--- src/rtl/vic_nest_ctrl.sv ---
// ============================================================================
// vic_nest_ctrl -- vectored interrupt controller with a nesting context stack
//
// Picks the highest-priority pending interrupt (lowest index of irq & en),
// redirects fetch to its vector and saves {PC, condition codes, active index}
// of the interrupted context on a small stack. A reti either pops the stack
// (restoring PC and flags) or, when a suitable request is already waiting,
// tail-chains straight into the next ISR while keeping the saved frame.
//
// Build option:
//   VIC_NESTING_EN  defined   -> preemption by higher-priority sources,
//                                stack depth NEST_DEPTH
//                   undefined -> single level (depth 1), no preemption,
//                                tail-chaining still active
//
// Ports:
//   clk                 clock, all state changes on rising edge
//   rst                 synchronous active-high reset
//   i_irq[N_SRC]        level-sensitive interrupt requests
//   i_irq_en[N_SRC]     per-source enable mask
//   i_PC[32]            PC of the instruction in Execute
//   i_CCodes[4]         condition codes of the instruction in Execute
//   i_NOT_FLUSH         Execute holds a valid instruction
//   i_reti              one-cycle pulse: reti in Execute
//   o_IRQ_PC            one-cycle PC-override strobe
//   o_VIC_iaddr[32]     fetch address (vector or restored PC)
//   o_VIC_CCodes[4]     restored condition codes
//   o_VIC_CCodes_ctrl   one-cycle strobe loading o_VIC_CCodes into the flags
//   o_IRQ_VIC           high while any ISR is active
//   o_irq_ack[N_SRC]    one-hot strobe naming the source being entered
//   o_nest_depth        current stack depth
// ============================================================================
module vic_nest_ctrl #(
    parameter int          N_SRC      = 8,
    parameter int          NEST_DEPTH = 4,
    parameter int          VEC_SHIFT  = 4,
    parameter logic [31:0] VEC_BASE   = 32'h0000_0000
) (
    input  logic                            clk,
    input  logic                            rst,
    input  logic [N_SRC-1:0]                i_irq,
    input  logic [N_SRC-1:0]                i_irq_en,
    input  logic [31:0]                     i_PC,
    input  logic [3:0]                      i_CCodes,
    input  logic                            i_NOT_FLUSH,
    input  logic                            i_reti,
    output logic                            o_IRQ_PC,
    output logic [31:0]                     o_VIC_iaddr,
    output logic [3:0]                      o_VIC_CCodes,
    output logic                            o_VIC_CCodes_ctrl,
    output logic                            o_IRQ_VIC,
    output logic [N_SRC-1:0]                o_irq_ack,
    output logic [$clog2(NEST_DEPTH+1)-1:0] o_nest_depth
);

    localparam int IW = (N_SRC > 1) ? $clog2(N_SRC) : 1;
    localparam int DW = $clog2(NEST_DEPTH + 1);

`ifdef VIC_NESTING_EN
    localparam int   EFF_DEPTH = NEST_DEPTH;
    localparam logic NEST_ON   = 1'b1;
`else
    localparam int   EFF_DEPTH = 1;
    localparam logic NEST_ON   = 1'b0;
`endif

    localparam int             PW         = (EFF_DEPTH > 1) ? $clog2(EFF_DEPTH) : 1;
    localparam logic [DW-1:0]  DEPTH_MAX  = DW'(EFF_DEPTH);
    localparam logic [DW-1:0]  DEPTH_ONE  = DW'(1);
    localparam logic [DW-1:0]  DEPTH_ZERO = {DW{1'b0}};

    // Event decoded for the current cycle; at most one per cycle.
    typedef enum logic [1:0] {
        EV_NONE   = 2'd0,
        EV_ENTER  = 2'd1,
        EV_RETURN = 2'd2,
        EV_CHAIN  = 2'd3
    } ev_t;

    // ------------------------------------------------------------------
    // Helper functions
    // ------------------------------------------------------------------
    // Lowest set index wins; returns 0 when nothing is pending.
    function automatic logic [IW-1:0] lowest_idx(input logic [N_SRC-1:0] p);
        logic [IW-1:0] r;
        r = {IW{1'b0}};
        for (int i = N_SRC - 1; i >= 0; i--) begin
            if (p[i]) begin
                r = IW'(i);
            end
        end
        return r;
    endfunction

    function automatic logic [N_SRC-1:0] onehot(input logic [IW-1:0] idx);
        logic [N_SRC-1:0] r;
        r      = {N_SRC{1'b0}};
        r[idx] = 1'b1;
        return r;
    endfunction

    function automatic logic [31:0] vec_addr(input logic [IW-1:0] idx);
        logic [31:0] off;
        off = 32'(idx);
        return VEC_BASE + (off << VEC_SHIFT);
    endfunction

    // ------------------------------------------------------------------
    // State
    // ------------------------------------------------------------------
    logic [DW-1:0]    depth_r;
    logic [IW-1:0]    active_r;
    logic             irq_vic_r;
    logic             irq_pc_r;
    logic             cc_ctrl_r;
    logic [31:0]      iaddr_r;
    logic [3:0]       cc_r;
    logic [N_SRC-1:0] ack_r;

    logic [31:0]      pc_stk_r  [EFF_DEPTH];
    logic [3:0]       cc_stk_r  [EFF_DEPTH];
    logic [IW-1:0]    idx_stk_r [EFF_DEPTH];

    // ------------------------------------------------------------------
    // Combinational decode
    // ------------------------------------------------------------------
    logic [N_SRC-1:0] pend_s;
    logic             any_s;
    logic [IW-1:0]    win_s;
    logic             busy_s;
    logic [PW-1:0]    push_ptr_s;
    logic [PW-1:0]    top_ptr_s;
    logic [31:0]      top_pc_s;
    logic [3:0]       top_cc_s;
    logic [IW-1:0]    top_idx_s;
    logic             preempt_ok_s;
    ev_t              ev_s;

    // Pending/winner selection, top-of-stack read and event decode.
    always_comb begin
        pend_s     = i_irq & i_irq_en;
        any_s      = |pend_s;
        win_s      = lowest_idx(pend_s);
        // A strobe is on the outputs this cycle: the pipeline is being
        // redirected, so nothing new may be started until it has gone.
        busy_s     = irq_pc_r | cc_ctrl_r;
        push_ptr_s = PW'(depth_r);

        if (depth_r != DEPTH_ZERO) begin
            top_ptr_s = PW'(depth_r - DEPTH_ONE);
        end else begin
            top_ptr_s = {PW{1'b0}};
        end
        top_pc_s  = pc_stk_r[top_ptr_s];
        top_cc_s  = cc_stk_r[top_ptr_s];
        top_idx_s = idx_stk_r[top_ptr_s];

        preempt_ok_s = (depth_r == DEPTH_ZERO) || (NEST_ON && (win_s < active_r));

        ev_s = EV_NONE;
        if (busy_s) begin
            ev_s = EV_NONE;
        end else if (i_reti) begin
            if (depth_r == DEPTH_ZERO) begin
                ev_s = EV_NONE;
            end else if (any_s && ((depth_r == DEPTH_ONE) || (win_s < top_idx_s))) begin
                // The waiting request would preempt whatever we return to,
                // so go there directly and keep the frame for later.
                ev_s = EV_CHAIN;
            end else begin
                ev_s = EV_RETURN;
            end
        end else if (any_s && i_NOT_FLUSH && (depth_r < DEPTH_MAX) && preempt_ok_s) begin
            ev_s = EV_ENTER;
        end else begin
            ev_s = EV_NONE;
        end
    end

    // ------------------------------------------------------------------
    // Sequential update
    // ------------------------------------------------------------------
    // Stack, depth, active index and registered output strobes.
    always_ff @(posedge clk) begin
        if (rst) begin
            depth_r   <= DEPTH_ZERO;
            active_r  <= {IW{1'b0}};
            irq_vic_r <= 1'b0;
            irq_pc_r  <= 1'b0;
            cc_ctrl_r <= 1'b0;
            iaddr_r   <= 32'h0000_0000;
            cc_r      <= 4'h0;
            ack_r     <= {N_SRC{1'b0}};
            for (int i = 0; i < EFF_DEPTH; i++) begin
                pc_stk_r[i]  <= 32'h0000_0000;
                cc_stk_r[i]  <= 4'h0;
                idx_stk_r[i] <= {IW{1'b0}};
            end
        end else begin
            irq_pc_r  <= 1'b0;
            cc_ctrl_r <= 1'b0;
            ack_r     <= {N_SRC{1'b0}};
            case (ev_s)
                EV_ENTER: begin
                    pc_stk_r[push_ptr_s]  <= i_PC;
                    cc_stk_r[push_ptr_s]  <= i_CCodes;
                    idx_stk_r[push_ptr_s] <= active_r;
                    depth_r               <= depth_r + DEPTH_ONE;
                    active_r              <= win_s;
                    irq_vic_r             <= 1'b1;
                    irq_pc_r              <= 1'b1;
                    iaddr_r               <= vec_addr(win_s);
                    ack_r                 <= onehot(win_s);
                end
                EV_RETURN: begin
                    depth_r   <= depth_r - DEPTH_ONE;
                    active_r  <= top_idx_s;
                    irq_vic_r <= (depth_r != DEPTH_ONE);
                    irq_pc_r  <= 1'b1;
                    cc_ctrl_r <= 1'b1;
                    iaddr_r   <= top_pc_s;
                    cc_r      <= top_cc_s;
                end
                EV_CHAIN: begin
                    active_r <= win_s;
                    irq_pc_r <= 1'b1;
                    iaddr_r  <= vec_addr(win_s);
                    ack_r    <= onehot(win_s);
                end
                default: begin
                    active_r <= active_r;
                end
            endcase
        end
    end

    assign o_IRQ_PC          = irq_pc_r;
    assign o_VIC_iaddr       = iaddr_r;
    assign o_VIC_CCodes      = cc_r;
    assign o_VIC_CCodes_ctrl = cc_ctrl_r;
    assign o_IRQ_VIC         = irq_vic_r;
    assign o_irq_ack         = ack_r;
    assign o_nest_depth      = depth_r;

endmodule

--- config.mk ---
export PLATFORM = sky130hd
export DESIGN_NAME = vic_nest_ctrl
export DESIGN_NICKNAME = d
export VERILOG_FILES = /design/src/rtl/vic_nest_ctrl.sv
export SDC_FILE = /design/constraint.sdc
export NUM_CORES = 1
export LEC_CHECK = 0
export BUFFER_PORTS_ARGS = -buffer_cell sky130_fd_sc_hd__buf_2
export CAP_MARGIN = 20
export CORE_MARGIN = 2
export CORE_UTILIZATION = 29
export DETAILED_ROUTE_END_ITERATION = 8
export HOLD_SLACK_MARGIN = 0.06
export PLACE_DENSITY = 0.49
export SYNTH_ARGS = -nofsm -noshare
export SYNTH_HDL_FRONTEND = slang
export SYNTH_SLANG_ARGS = --single-unit
export TNS_END_PERCENT = 1
--- constraint.sdc ---
create_clock -name clk -period 4.2 [get_ports clk]
set_clock_uncertainty 0.05 [all_clocks]
set_input_delay 1.05 -clock clk [delete_from_list [all_inputs] [get_ports clk]]
set_output_delay 1.05 -clock clk [all_outputs]
set_load 0.05 [all_outputs]
==> flow_summary.json <==
{
  "status": "finished clean",
  "nFillCells": 1267,
  "synthArstFlopShare": 0,
  "nNetsFinal": 530,
  "grt_start_max_net_pins": 40,
  "clockPowerShare": 0.220,
  "period_needed_ns": 3.865,
  "clk_pin_slew_ns": 0.06,
  "slew_violations": 0,
  "met3_usage": 0.04377,
  "min_from": "o_VIC_iaddr[14]",
  "ctsHoldBuffers": 0,
  "cp.arrival_ns": 4.02,
  "drv_cap": 0,
  "finalSetupViolations": 0,
  "portBuffers": 105,
  "hp-class": "flip-flop to flip-flop",
  "vias": 2821,
  "worst_setup_path_start_kind": "primary input",
  "dr.first_iter.drc_count": 76,
  "die_h_um": 117.4,
  "use_met1": 0.1433,
  "fmax_mhz": 258.7,
  "ys_ff_latch": 92,
  "cts_max_path_buffers": 2,
  "cp_max_fo": 24,
  "top_usage_layer": "met2",
  "ys_seq_area_frac": 0.5983,
  "numCtsBuffers": 9,
  "p_leak_nw": 2.053,
  "final_area_um2": 4818,
  "pwr-share-seq": 0.381,
  "syn-num-nets": 423,
  "start_util": 0.2969,
  "core_um2": 12570,
  "synth-main-ff-cell": "dfxtp_1",
  "comb_power_share": 0.399,
  "cp.required_ns": 4.35,
  "vdd_drop_max_v": 0.0002868,
  "antenna_found_initial": 1,
  "wirelength_um": 8561,
  "synth_cell_type_count": 44,
  "postSynthCellCount": 357,
  "internal-power_mw": 2.081,
  "synth_edf_count": 39,
  "hold_viol": 0,
  "rsz0062_at_grt": "no",
  "min_period_over_period": 0.9204,
  "hold-worst-slack_ns": 0.4026,
  "cts_resized": 0,
  "worst-setup-path-type": "primary input to flip-flop",
  "cts.sinks": 92,
  "grt-ovfl-total": 0,
  "synth_area_um2": 3731,
  "yosys_warnings": 0,
  "met2_usage": 0.2120,
  "grt_usage": 0.1239,
  "power_mw": 3.500,
  "post_drt_via_cell_ratio": 4.401,
  "clk_latency_ns": 0.33,
  "syn2layout_area_growth_pct": 29.14,
  "cts_setup_buffers": 0,
  "power_switching_mw": 1.419,
  "final_common_cell": "buf_2",
  "tns_ns": 0,
  "ant_nets": 0,
  "r2r_start": "o_nest_depth[0]",
  "rows": 41,
  "grt_pass1_vias": 2742,
  "mostFrequentLayoutCells": "buf_2 (105), dfxtp_1 (53), nand2_1 (46), and2_1 (41), edfxtp_1 (39)",
  "cts-root-buf": "clkbuf_16",
  "crit_start": "i_irq[4]",
  "place_area_um2": 4532,
  "p_sw_frac": 0.4054,
  "place_congestion": 0.7700,
  "n_antenna_cell": 0,
  "avgSynthCellArea_um2": 10.45,
  "wl_per_cell_um": 13.36,
  "firstDrtPassIters": 4,
  "layout-drive-gt1-share": 0.3113,
  "tightest_slew_ns": 0.6455,
  "io_pins": 106,
  "cp-end-kind": "flip-flop",
  "die_w_um": 117.4,
  "p_per_area_nw_per_um2": 726.3,
  "dp_hpwl_um": 5964,
  "slew_headroom": 0.5697,
  "cts_tree": "yes",
  "grt_pass1_wl_um": 13550,
  "drc_errors": 0,
  "dieArea_um2": 13790,
  "htreeDepth": 3
}
[cell families (layout without fill, tap and decap cells)]
group,count (synthesis),count (layout),synth area share
AOI/OAI and AO/OA,56,56,0.09256
xor gates and xnor gates,2,2,0.004696
adders and majority gates,10,10,0.03353
buffers and inverters,34,146,0.03723
DFF,92,92,0.5983
muxes,6,6,0.01677
and+or+nand+nor,157,157,0.2170
[path summary, 6_finish.rpt]
kind	to	slack, ns	cells after the start
worst min-delay path	o_VIC_iaddr[14]	0.40	2
worst max register to register	o_nest_depth[0]	1.29	12
worst max-delay path	o_nest_depth[0]	0.33	15
worst min register to register	o_VIC_iaddr[14]	0.40	2
[through the flow]
step | std cells | util | setup slack [ns]
3_5_place_dp | 625 | 0.3606 | -0.003341
6_report | 641 | 0.3834 | 0.3345
2_1_floorplan | 357 | - | -0.1433
4_1_cts | 641 | 0.3834 | 0.3380
3_3_place_gp | 625 | 0.3606 | 0.05639
5_1_grt | 641 | 0.3834 | 0.06500
[cell type report]
type | instances | area (µm²) | area share
inverters | 12 | 45.04 | 0.009348
clock buffers | 11 | 252.7 | 0.05245
repair buffers | 118 | 660.6 | 0.1371
well taps | 172 | 215.2 | 0.04466
clock inverters | 5 | 33.78 | 0.007011
multi-input cells | 231 | 1379 | 0.2862
flip-flops and latches | 92 | 2232 | 0.4633
[registers in the layout (all words and copies together), names as in the netlist]
| name | count |
|---|---|
| o_irq_ack | 8 |
| o_VIC_CCodes_ctrl | 1 |
| o_IRQ_PC | 1 |
| o_VIC_iaddr | 32 |
| active_r | 3 |
| o_VIC_CCodes | 4 |
| o_IRQ_VIC | 1 |
| pc_stk_r | 32 |
| o_nest_depth | 3 |
| idx_stk_r | 3 |
| cc_stk_r | 4 |
[worst max-delay path: stages]
cell	delay (ns)
buf_2	0.10
a22oi_1	0.30
nand2_1	0.15
a21oi_1	0.22
ha_1	0.20
nand2_1	0.07
and4b_1	0.21
or4_1	0.55
o21bai_4	0.22
buf_4	0.30
ha_1	0.22
inv_1	0.04
o21ai_0	0.18
mux2_2	0.18
nor2_1	0.03
[per-layer routing]
layer  vias to the layer above  wire [µm]
li1                       1446          -
met1                      1296       3802
met2                        64       4151
met3                        13        450
met4                         2        142
met5                         -         13
[cell usage after synthesis, types with 2 or more instances]
cell      instances  share of area
o22ai_1           2         0.0034
or2_2             2         0.0034
clkbuf_1         13          0.013
a21oi_1          32          0.043
and2_1           41          0.069
nor3_1            4         0.0054
o21a_1            2         0.0040
edfxtp_1         39           0.31
mux2i_1           4          0.011
inv_1            12          0.012
a22oi_1           2         0.0040
and3_1            2         0.0034
ha_1             10          0.034
nor2_1           19          0.019
mux2_2            2         0.0060
nor2b_1           3         0.0050
nand2b_1          2         0.0034
buf_2             6         0.0080
buf_1             2         0.0020
nand3_1          31          0.042
o21ai_0           3         0.0040
a221oi_1          4         0.0094
dfxtp_1          53           0.28
nand2_1          46          0.046
a31o_2            2         0.0047
[power groups by stage]
stage | registers (mW) | clock network, mW | logic (mW)
global placement | 1.35 | 0 | 1.40
detailed placement | 1.35 | 0 | 1.41
finish | 1.33 | 0.770 | 1.40
CTS | 1.34 | 0.793 | 1.42
floorplan | 1.75 | 0 | 0.593
global route | 1.36 | 0.829 | 1.51
(Power assumes the default switching activity.)
